**config.mk**
```make
export PLATFORM = sky130hd
export DESIGN_NAME = pf_req_filter_queue
export DESIGN_NICKNAME = d
export VERILOG_FILES = /design/src/rtl/pf_req_filter_queue.sv
export SDC_FILE = /design/constraint.sdc
export NUM_CORES = 1
export LEC_CHECK = 0
export CAP_MARGIN = 10
export CORE_UTILIZATION = 42
export CTS_CLUSTER_DIAMETER = 80
export CTS_CLUSTER_SIZE = 12
export DETAILED_ROUTE_END_ITERATION = 6
export SLEW_MARGIN = 20
export SYNTH_ARGS = -nofsm -noshare
export SYNTH_HDL_FRONTEND = slang
export SYNTH_SLANG_ARGS = --single-unit
```
**constraint.sdc**
```tcl
create_clock -name clock -period 5.94 [get_ports clock]
set_input_delay 0.594 -clock clock [delete_from_list [all_inputs] [get_ports clock]]
set_output_delay 0.594 -clock clock [all_outputs]
set_load 0.02 [all_outputs]
```
**src/rtl/pf_req_filter_queue.sv**
```systemverilog
// Prefetch request filter queue: buffers SPP prefetch requests ahead of the L2 arbiter,
// drops duplicates of queued or recently issued blocks and merges needT upgrades.
// Ports: clock/reset (sync, active-high), pf_l2_pf_en (0 flushes),
//        in_* request from the prefetcher (never back-pressured),
//        out_* request towards the arbiter, stat_* saturating statistics.
module pf_req_filter_queue #(
    parameter int TAG_W          = 21,
    parameter int SET_W          = 9,
    parameter int SRC_W          = 7,
    parameter int QUEUE_DEPTH    = 4,
    parameter int FILTER_ENTRIES = 8,
    parameter int CNT_W          = 16
) (
    input  logic             clock,
    input  logic             reset,
    input  logic             pf_l2_pf_en,
    input  logic             in_valid,
    output logic             in_ready,
    input  logic [TAG_W-1:0] in_bits_tag,
    input  logic [SET_W-1:0] in_bits_set,
    input  logic             in_bits_needT,
    input  logic [SRC_W-1:0] in_bits_source,
    input  logic             in_bits_isBOP,
    input  logic             out_ready,
    output logic             out_valid,
    output logic [TAG_W-1:0] out_bits_tag,
    output logic [SET_W-1:0] out_bits_set,
    output logic             out_bits_needT,
    output logic [SRC_W-1:0] out_bits_source,
    output logic             out_bits_isBOP,
    output logic [CNT_W-1:0] stat_issued,
    output logic [CNT_W-1:0] stat_drop_dup,
    output logic [CNT_W-1:0] stat_drop_full,
    output logic [CNT_W-1:0] stat_merge
);

    localparam int KEY_W = TAG_W + SET_W;
    localparam int QP_W  = $clog2(QUEUE_DEPTH);
    localparam int OC_W  = QP_W + 1;
    localparam int FP_W  = $clog2(FILTER_ENTRIES);

    logic [TAG_W-1:0] q_tag_q   [QUEUE_DEPTH];
    logic [SET_W-1:0] q_set_q   [QUEUE_DEPTH];
    logic [SRC_W-1:0] q_src_q   [QUEUE_DEPTH];
    logic [QUEUE_DEPTH-1:0] q_needT_q;
    logic [QUEUE_DEPTH-1:0] q_bop_q;

    logic [KEY_W-1:0]          f_key_q [FILTER_ENTRIES];
    logic [FILTER_ENTRIES-1:0] f_vld_q;

    logic [QP_W-1:0] head_q, head_d;
    logic [QP_W-1:0] tail_q, tail_d;
    logic [OC_W-1:0] cnt_q, cnt_d;
    logic [FP_W-1:0] wr_ptr_q, wr_ptr_d;

    logic [CNT_W-1:0] issued_q, drop_dup_q, drop_full_q, merge_q;

    logic [KEY_W-1:0]       in_key;
    logic [KEY_W-1:0]       head_key;
    logic [QUEUE_DEPTH-1:0] q_vld;
    logic [QUEUE_DEPTH-1:0] q_hit;
    logic [QUEUE_DEPTH-1:0] merge_vec;
    logic                   f_hit;
    logic [QP_W-1:0]        rel;
    logic                   nonempty, full;
    logic                   in_fire, out_fire;
    logic                   any_hit, do_merge;
    logic                   act_dis, act_merge, act_dup, act_full, enq;
    logic                   head_merge;

    function automatic logic [CNT_W-1:0] sat_inc(input logic [CNT_W-1:0] v);
        return (&v) ? v : v + 1'b1;
    endfunction

    assign in_key   = {in_bits_tag, in_bits_set};
    assign head_key = {q_tag_q[head_q], q_set_q[head_q]};
    assign nonempty = (cnt_q != '0);
    assign full     = (cnt_q == OC_W'(QUEUE_DEPTH));
    assign in_ready = ~reset;
    assign out_valid = nonempty & pf_l2_pf_en;
    assign in_fire  = in_valid & in_ready;
    assign out_fire = out_valid & out_ready;

    // Match set: every occupied queue slot (head included even while it
    // fires) plus every valid filter entry.
    always_comb begin
        q_vld     = '0;
        q_hit     = '0;
        merge_vec = '0;
        f_hit     = 1'b0;
        rel       = '0;
        for (int i = 0; i < QUEUE_DEPTH; i++) begin
            rel          = QP_W'(i) - head_q;
            q_vld[i]     = ({1'b0, rel} < cnt_q);
            q_hit[i]     = q_vld[i] && ({q_tag_q[i], q_set_q[i]} == in_key);
            merge_vec[i] = q_hit[i] && !q_needT_q[i] && in_bits_needT;
        end
        for (int j = 0; j < FILTER_ENTRIES; j++) begin
            if (f_vld_q[j] && (f_key_q[j] == in_key)) begin
                f_hit = 1'b1;
            end
        end
    end

    // One action per accepted request, highest priority first.
    always_comb begin
        any_hit    = (|q_hit) | f_hit;
        do_merge   = |merge_vec;
        act_dis    = in_fire & ~pf_l2_pf_en;
        act_merge  = in_fire & pf_l2_pf_en & do_merge;
        act_dup    = in_fire & pf_l2_pf_en & ~do_merge & any_hit;
        act_full   = in_fire & pf_l2_pf_en & ~do_merge & ~any_hit
                     & full & ~out_fire;
        enq        = in_fire & pf_l2_pf_en & ~do_merge & ~any_hit
                     & ~(full & ~out_fire);
        head_merge = act_merge & merge_vec[head_q];
    end

    always_comb begin
        head_d   = head_q;
        tail_d   = tail_q;
        cnt_d    = cnt_q;
        wr_ptr_d = wr_ptr_q;
        if (!pf_l2_pf_en) begin
            head_d   = '0;
            tail_d   = '0;
            cnt_d    = '0;
            wr_ptr_d = '0;
        end else begin
            if (enq) begin
                tail_d = tail_q + 1'b1;
            end
            if (out_fire) begin
                head_d   = head_q + 1'b1;
                wr_ptr_d = wr_ptr_q + 1'b1;
            end
            unique case ({enq, out_fire})
                2'b10:   cnt_d = cnt_q + 1'b1;
                2'b01:   cnt_d = cnt_q - 1'b1;
                default: cnt_d = cnt_q;
            endcase
        end
    end

    always_ff @(posedge clock) begin
        if (reset) begin
            head_q      <= '0;
            tail_q      <= '0;
            cnt_q       <= '0;
            wr_ptr_q    <= '0;
            f_vld_q     <= '0;
            q_needT_q   <= '0;
            q_bop_q     <= '0;
            issued_q    <= '0;
            drop_dup_q  <= '0;
            drop_full_q <= '0;
            merge_q     <= '0;
            for (int i = 0; i < QUEUE_DEPTH; i++) begin
                q_tag_q[i] <= '0;
                q_set_q[i] <= '0;
                q_src_q[i] <= '0;
            end
            for (int j = 0; j < FILTER_ENTRIES; j++) begin
                f_key_q[j] <= '0;
            end
        end else begin
            head_q   <= head_d;
            tail_q   <= tail_d;
            cnt_q    <= cnt_d;
            wr_ptr_q <= wr_ptr_d;
            if (!pf_l2_pf_en) begin
                f_vld_q <= '0;
            end else if (out_fire) begin
                f_key_q[wr_ptr_q] <= head_key;
                f_vld_q[wr_ptr_q] <= 1'b1;
            end
            if (enq) begin
                q_tag_q[tail_q]   <= in_bits_tag;
                q_set_q[tail_q]   <= in_bits_set;
                q_src_q[tail_q]   <= in_bits_source;
                q_needT_q[tail_q] <= in_bits_needT;
                q_bop_q[tail_q]   <= in_bits_isBOP;
            end
            if (act_merge) begin
                q_needT_q <= q_needT_q | merge_vec;
            end
            if (out_fire) begin
                issued_q <= sat_inc(issued_q);
            end
            if (act_dup) begin
                drop_dup_q <= sat_inc(drop_dup_q);
            end
            if (act_dis | act_full) begin
                drop_full_q <= sat_inc(drop_full_q);
            end
            if (act_merge) begin
                merge_q <= sat_inc(merge_q);
            end
        end
    end

    // Head is presented whenever occupied; a same-cycle merge into the
    // head must already show up as needT.
    always_comb begin
        out_bits_tag    = '0;
        out_bits_set    = '0;
        out_bits_needT  = 1'b0;
        out_bits_source = '0;
        out_bits_isBOP  = 1'b0;
        if (nonempty) begin
            out_bits_tag    = q_tag_q[head_q];
            out_bits_set    = q_set_q[head_q];
            out_bits_needT  = q_needT_q[head_q] | head_merge;
            out_bits_source = q_src_q[head_q];
            out_bits_isBOP  = q_bop_q[head_q];
        end
    end

    assign stat_issued    = issued_q;
    assign stat_drop_dup  = drop_dup_q;
    assign stat_drop_full = drop_full_q;
    assign stat_merge     = merge_q;

endmodule
```
==> impl_metrics.toml, run 1 <==
[run_status]
outcome = "finished clean"

[clock_tree]
hold_buffers = 0
post_cts_resize_count = 0
cts_max_path_buffers = 3
numCtsBuffers = 45
cts_tree = "built"
clkSlewWorstSetupHoldPaths_ps = 60
cts_setup_buffers = 0
insertion_delay_ps = 600
h-tree-depth = 2
clock_sinks = 480
cts-root-buf = "clkbuf_16"

[setup_path]
cpPeakStageDelay_ps = 880
endpoint_kind = "output port"
cp.required_ps = 5350
path_delay_family = "buffers and inverters"
r2r_end = "cnt_q[2]$_SDFFE_PP0P_"
path_cells = "clkdlybuf4s50_1 -> buf_4 -> xor2_1 -> nor4_1 -> nand3_1 -> or4_1 -> nand4_1 -> nand2_1 -> nor3_1 -> nor2_1 -> nor2_1 -> clkdlybuf4s50_1"
arrival_ps = 4390
r2r_cells = 17
critPathKind = "input pin to output port"
start_kind = "input pin"
r2r_start = "head_q[0]$_SDFFE_PP0P_"
rrSetupSlack_ps = 1790
crit_path_max_fanout = 8
cp_num_buf_inv = 3
crit_slowest_cell = "clkdlybuf4s50_1"
cp.depth = 12

[power_and_ir_drop]
seqPwrFrac_pct = 53.2
switchingPower_mw = 1.770
p_leak_nw = 9.236
peakVddDrop_v = 0.0002120
p_int_mw = 5.367
switching_share_pct = 24.80
p_clk_share_pct = 36.9
power.density_nw_per_um2 = 257.2
pwr-share-comb_pct = 9.8

[synthesis]
synth_ff_type = "edfxtp_1"
ys_seq_area_share_pct = 56.12
synth_edf_count = 388
synthArstFlopShare_pct = 0
ys_ff_latch = 480
synth.avg_cell_area_um2 = 11.34
yosysUniqueCellTypes = 66
yosys_warnings = 0
synthCells = 2120
synthesis.area_um2 = 24040
synth_nets = 2179

[timing]
finalHoldViolations = 0
fin_skew_ps = 23.26
slew_headroom_pct = 20.66
period_share_pct = 83.98
rsz0062_at_grt = "no"
fmax_mhz = 200.5
tightest_slew_ps = 1190
holdWs_ps = 459.7
setup_viol = 0
tns_ps = 0
maxSlewViolCount = 0
period_needed_ps = 4988

[die]
rows = 87
dieArea_um2 = 58200
start_util_pct = 42.56
ios = 149
core_region_area_um2 = 56500
die_h_um = 241.3
die_w_um = 241.3

[hold_path]
min-delay-start = "reset"
hold_depth = 2
holdCritPathClass = "input pin to flop"
hold_path_end = "stat_merge[0]$_SDFFE_PP0P_"

[routing]
drt-total-wl_mm = 74.68
ant_nets = 0
viasPerCell = 5.552
drc_errors = 0
vias = 16810
detail_route.first_pass.iterations = 5
drtIter0Drc = 1662
routedWlPerCell_um = 24.66

[global_routing]
global_route.overflow_total = 0
grt_pass1_vias = 16200
antenna_found_initial = 0
grt_usage_pct = 25.75
grt_first_pass_wirelength_mm = 108.3
grt_max_degree = 58

[placement]
io_buffers = 148
hpwl_mm = 51.01
gp_congestion = 0.9572

[cells_and_area]
areaGrowthSynthToFinish_pct = 15.43
antenna_cells = 0
nNetsFinal = 2317
drive_gt1_share_pct = 9.859
fillCellCount = 4997

[job]
cap_violations = 0
sequential cells by signal, indices dropped and copies added (netlist names), 8 cells and up, named ones only:
signal and count:
stat_issued 16, stat_merge 16, q_set_q 36, f_vld_q 8, stat_drop_dup 16, q_src_q 28
stat_drop_full 16, q_tag_q 84, f_key_q 240
worst max path at each step:
stage | slack (ps) | endpoint | start
after detailed placement | 890 | cnt_q[2]$_SDFFE_PP0P_ | in_bits_set[1]
after floorplan | 190 | q_set_q[3][0]$_DFFE_PP_ | in_bits_set[2]
final | 950 | out_bits_needT | in_bits_set[4]
after CTS | 1030 | out_bits_needT | in_bits_set[4]
after global placement | 840 | cnt_q[2]$_SDFFE_PP0P_ | in_bits_set[1]
after global routing | 760 | out_bits_needT | in_bits_set[4]
synthesized netlist by cell type (all sizes together), types with 32 or more instances:
master    n  area, µm²
xor2     46      402.9
nand3    54      270.3
nand4    88      550.5
nor2    359       1350
buf      83      511.7
xnor2   346       3030
mux2i    39      390.4
nand2    76      285.3
edfxtp  388      11650
mux2     44      495.5
nor4     32      227.7
and2    161       1007
dfxtp    92       1842
o21ai    44      220.2
clkbuf   62      232.7
kinds of logic after synthesis:
kind of cell	synth area share (%)
DFF	56.12
xor gates and xnor gates	14.28
buffers and inverters	3.534
muxes	4.528
AOI/OAI and AO/OA	3.044
adders and majority gates	0.8119
and+or+nand+nor	17.68
layer usage:
metal | GRT usage (%) | share of wire, % | wire [µm] | vias up
met1 | 33.65 | 41 | 30420 | 8479
met3 | 3.601 | 6.9 | 5118 | 114
met4 | 8.209 | 3.1 | 2321 | 0
li1 | - | - | - | 7586
met2 | 44.06 | 49 | 36820 | 633
met5 | 0 | 0 | 0 | -
per-stage QoR:
step | util, % | std cells | worst slack (ps) | area (µm²) | power, mW
5_1_grt | 49.12 | 3028 | 757.6 | 27750 | 7.334
3_5_place_dp | 46.94 | 2967 | 889.1 | 26520 | 4.565
2_1_floorplan | - | 2120 | 192.0 | 24040 | 4.255
6_report | 49.12 | 3028 | 951.8 | 27750 | 7.137
4_1_cts | 49.09 | 3028 | 1030 | 27740 | 7.171
3_3_place_gp | 46.92 | 2967 | 842.2 | 26510 | 4.562
power groups by stage:
stage                     clock (mW)  combinational (mW)  sequential (mW)
after detailed placement           0               0.695             3.87
after floorplan                    0               0.399             3.86
final                           2.64               0.701             3.80
after global routing            2.79               0.733             3.81
after global placement             0               0.695             3.87
after CTS                       2.67               0.698             3.80
layout by cell type (no fill, tap or decap), types with 5 or more instances in the layout:
master	count
mux2_2	40
nor2b_1	15
nand3_1	52
xor2_1	46
and3_1	11
mux4_2	9
buf_12	5
clkbuf_1	13
nor2_1	358
xnor2_1	346
or4_1	5
dfxtp_1	90
and2_1	160
nand2_1	75
o21ai_0	14
ha_1	14
inv_1	26
clkdlybuf4s50_1	147
o21ai_2	12
nor4_1	29
a21oi_1	25
buf_4	83
and4_1	5
edfxtp_1	388
nor3_1	14
or3_1	16
clkbuf_16	45
nand4_1	88
mux2i_1	39
o21ai_1	18
area by class of cell:
type	instances	area, µm²	share of cell area, %
flip-flops and latches	480	13500	48.64
inverters	28	105.1	0.3787
repair buffers	236	2200	7.926
well taps	756	945.9	3.409
clock inverters	3	41.29	0.1488
multi-input cells	1467	9786	35.26
clock buffers	58	1175	4.234
No activity file was read; power rests on OpenSTA's default activity.
==> run 2, diff against run 1 <==
- clock period: 5.94 -> 4.9 ns (I/O delays scaled with it)
==> run 2 against run 1 <==
Global-route usage rose by 0.76 points; design area up 1.2%; count of clock-buffer cells in the layout is 1 higher; core utilization up 0.59 points; hold slack got worse by 31 ps; critical path depth is 1 higher.
==> impl_metrics.toml, run 2 (synthesis gave the netlist of run 1 again) <==
[run_status]
outcome = "finished clean"

[clock_tree]
h-tree-depth = 2
insertion_delay_ps = 620
cts_max_path_buffers = 3
cts-root-buf = "clkbuf_16"
clock_sinks = 480
cts_tree = "built"
cts_setup_buffers = 0
numCtsBuffers = 46
clkSlewWorstSetupHoldPaths_ps = 60

[setup_path]
cp.required_ps = 4410
arrival_ps = 4090
endpoint_kind = "output port"
crit_path_max_fanout = 6
critPathKind = "flop to output port"
start_kind = "flop"

[die]
ios = 149
start_util_pct = 42.56
dieArea_um2 = 58200
core_region_area_um2 = 56500
die_w_um = 241.3
rows = 87
die_h_um = 241.3

[routing]
drc_errors = 0
drt-total-wl_mm = 76.83
routedWlPerCell_um = 25.11
viasPerCell = 5.548
drtIter0Drc = 1537
ant_nets = 0
top_layer_used = "met4"
vias = 16970
wl_met1_mm = 31.19
wl_met3_mm = 5.407
dr_wl_met2_mm = 37.51
detail_route.first_pass.iterations = 5

[cells_and_area]
areaGrowthSynthToFinish_pct = 16.82
multiInputGateArea_um2 = 9789
layout_common_cells = "edfxtp_1 (388), nor2_1 (358), xnor2_1 (346)"
fin_util_pct = 49.71
top_regs = "f_key_q (240), q_tag_q (84), q_set_q (36)"
nNetsFinal = 2344
regMostFlops = "f_key_q"
largest_reg_flops = 240
fillCellCount = 5099
drive_gt1_share_pct = 11.03
final_common_cell = "edfxtp_1"
regArea_um2 = 13500

[timing]
period_share_pct = 93.49
fmax_mhz = 218.3
finalHoldViolations = 0
slew_headroom_pct = 29.82
tightest_slew_ps = 1053
setup_viol = 0
tns_ps = 0
holdWs_ps = 428.3
rsz0062_at_grt = "no"
period_needed_ps = 4581
fin_skew_ps = 26.44
maxSlewViolCount = 0

[hold_path]
holdCritPathClass = "input pin to flop"

[global_routing]
grt_first_pass_wirelength_mm = 111.0
grt_max_degree = 47
global_route.overflow_total = 0
antenna_found_initial = 1
grt_pass1_vias = 16250
grt_usage_pct = 26.51

[power_and_ir_drop]
p_leak_nw = 9.421
peakVddDrop_v = 0.0002504
power_mw = 8.837
power.density_nw_per_um2 = 314.6

[placement]
io_buffers = 148
hpwl_mm = 51.60
gp_congestion = 0.9186

[job]
cap_violations = 0
run 2: power breakdown:
part	internal, mW	leakage, nW	switching, mW
Sequential	4.53	4.72	0.0749
Combinational	0.319	4.07	0.555
Clock	1.77	0.629	1.59
Total	6.62	9.42	2.22
run 2: worst paths after layout:
kind                                           startpoint  depth (start not counted)                            to  slack [ps]
worst min register to register  q_needT_q[1]$_SDFFE_PP0P_                          2     q_needT_q[1]$_SDFFE_PP0P_         480
worst max register to register     head_q[1]$_SDFFE_PP0P_                         17         cnt_q[2]$_SDFFE_PP0P_         870
worst max-delay path               head_q[1]$_SDFFE_PP0P_                         13                out_bits_needT         320
worst min-delay path                                reset                          4  stat_issued[12]$_SDFFE_PP0P_         430
run 2: stage by stage:
step | instance area [µm²] | worst slack, ps | instances
after floorplan | 24050 | 409.1 | 2120
after global placement | 26770 | 202.2 | 2993
after detailed placement | 26780 | 188.7 | 2993
after CTS | 28080 | 203.0 | 3058
after global routing | 28080 | 110.8 | 3058
final | 28090 | 319.2 | 3059
run 2: final cells by class:
class                   count  area share, %
diodes                      1       0.008910
clock buffers              59          4.272
clock inverters             6         0.3519
inverters                  28         0.3742
multi-input cells        1467          34.86
flip-flops and latches    480          48.06
well taps                 756          3.368
repair buffers            262          8.705
run 2: critical path, cell delays in order (launching register included):
cell,delay [ps]
dfxtp_2,390
xnor2_1,260
inv_1,70
ha_1,170
inv_1,60
o2111ai_1,110
a2111o_1,440
or4_1,590
nand4_1,230
nand2_1,140
nor3_1,200
nor2_1,100
nor2_1,90
clkdlybuf4s50_1,610
run 2: layer usage:
metal  vias to the layer above  GRT usage (%)
met4                         0          9.916
met3                       143          3.658
li1                       7652              -
met1                      8530          34.84
met2                       645          44.51
met5                         -              0
run 2: timing repair:
action	4_1_cts	5_1_grt
hold buffers	0	0
resized for setup	0	1
setup endpoints to repair	0	1
==> run 3, diff against run 2 <==
- HOLD_SLACK_MARGIN: default -> 0.15
==> results of run 3 <==
No change in the layout: final DEF, timing and power equal those of run 2.
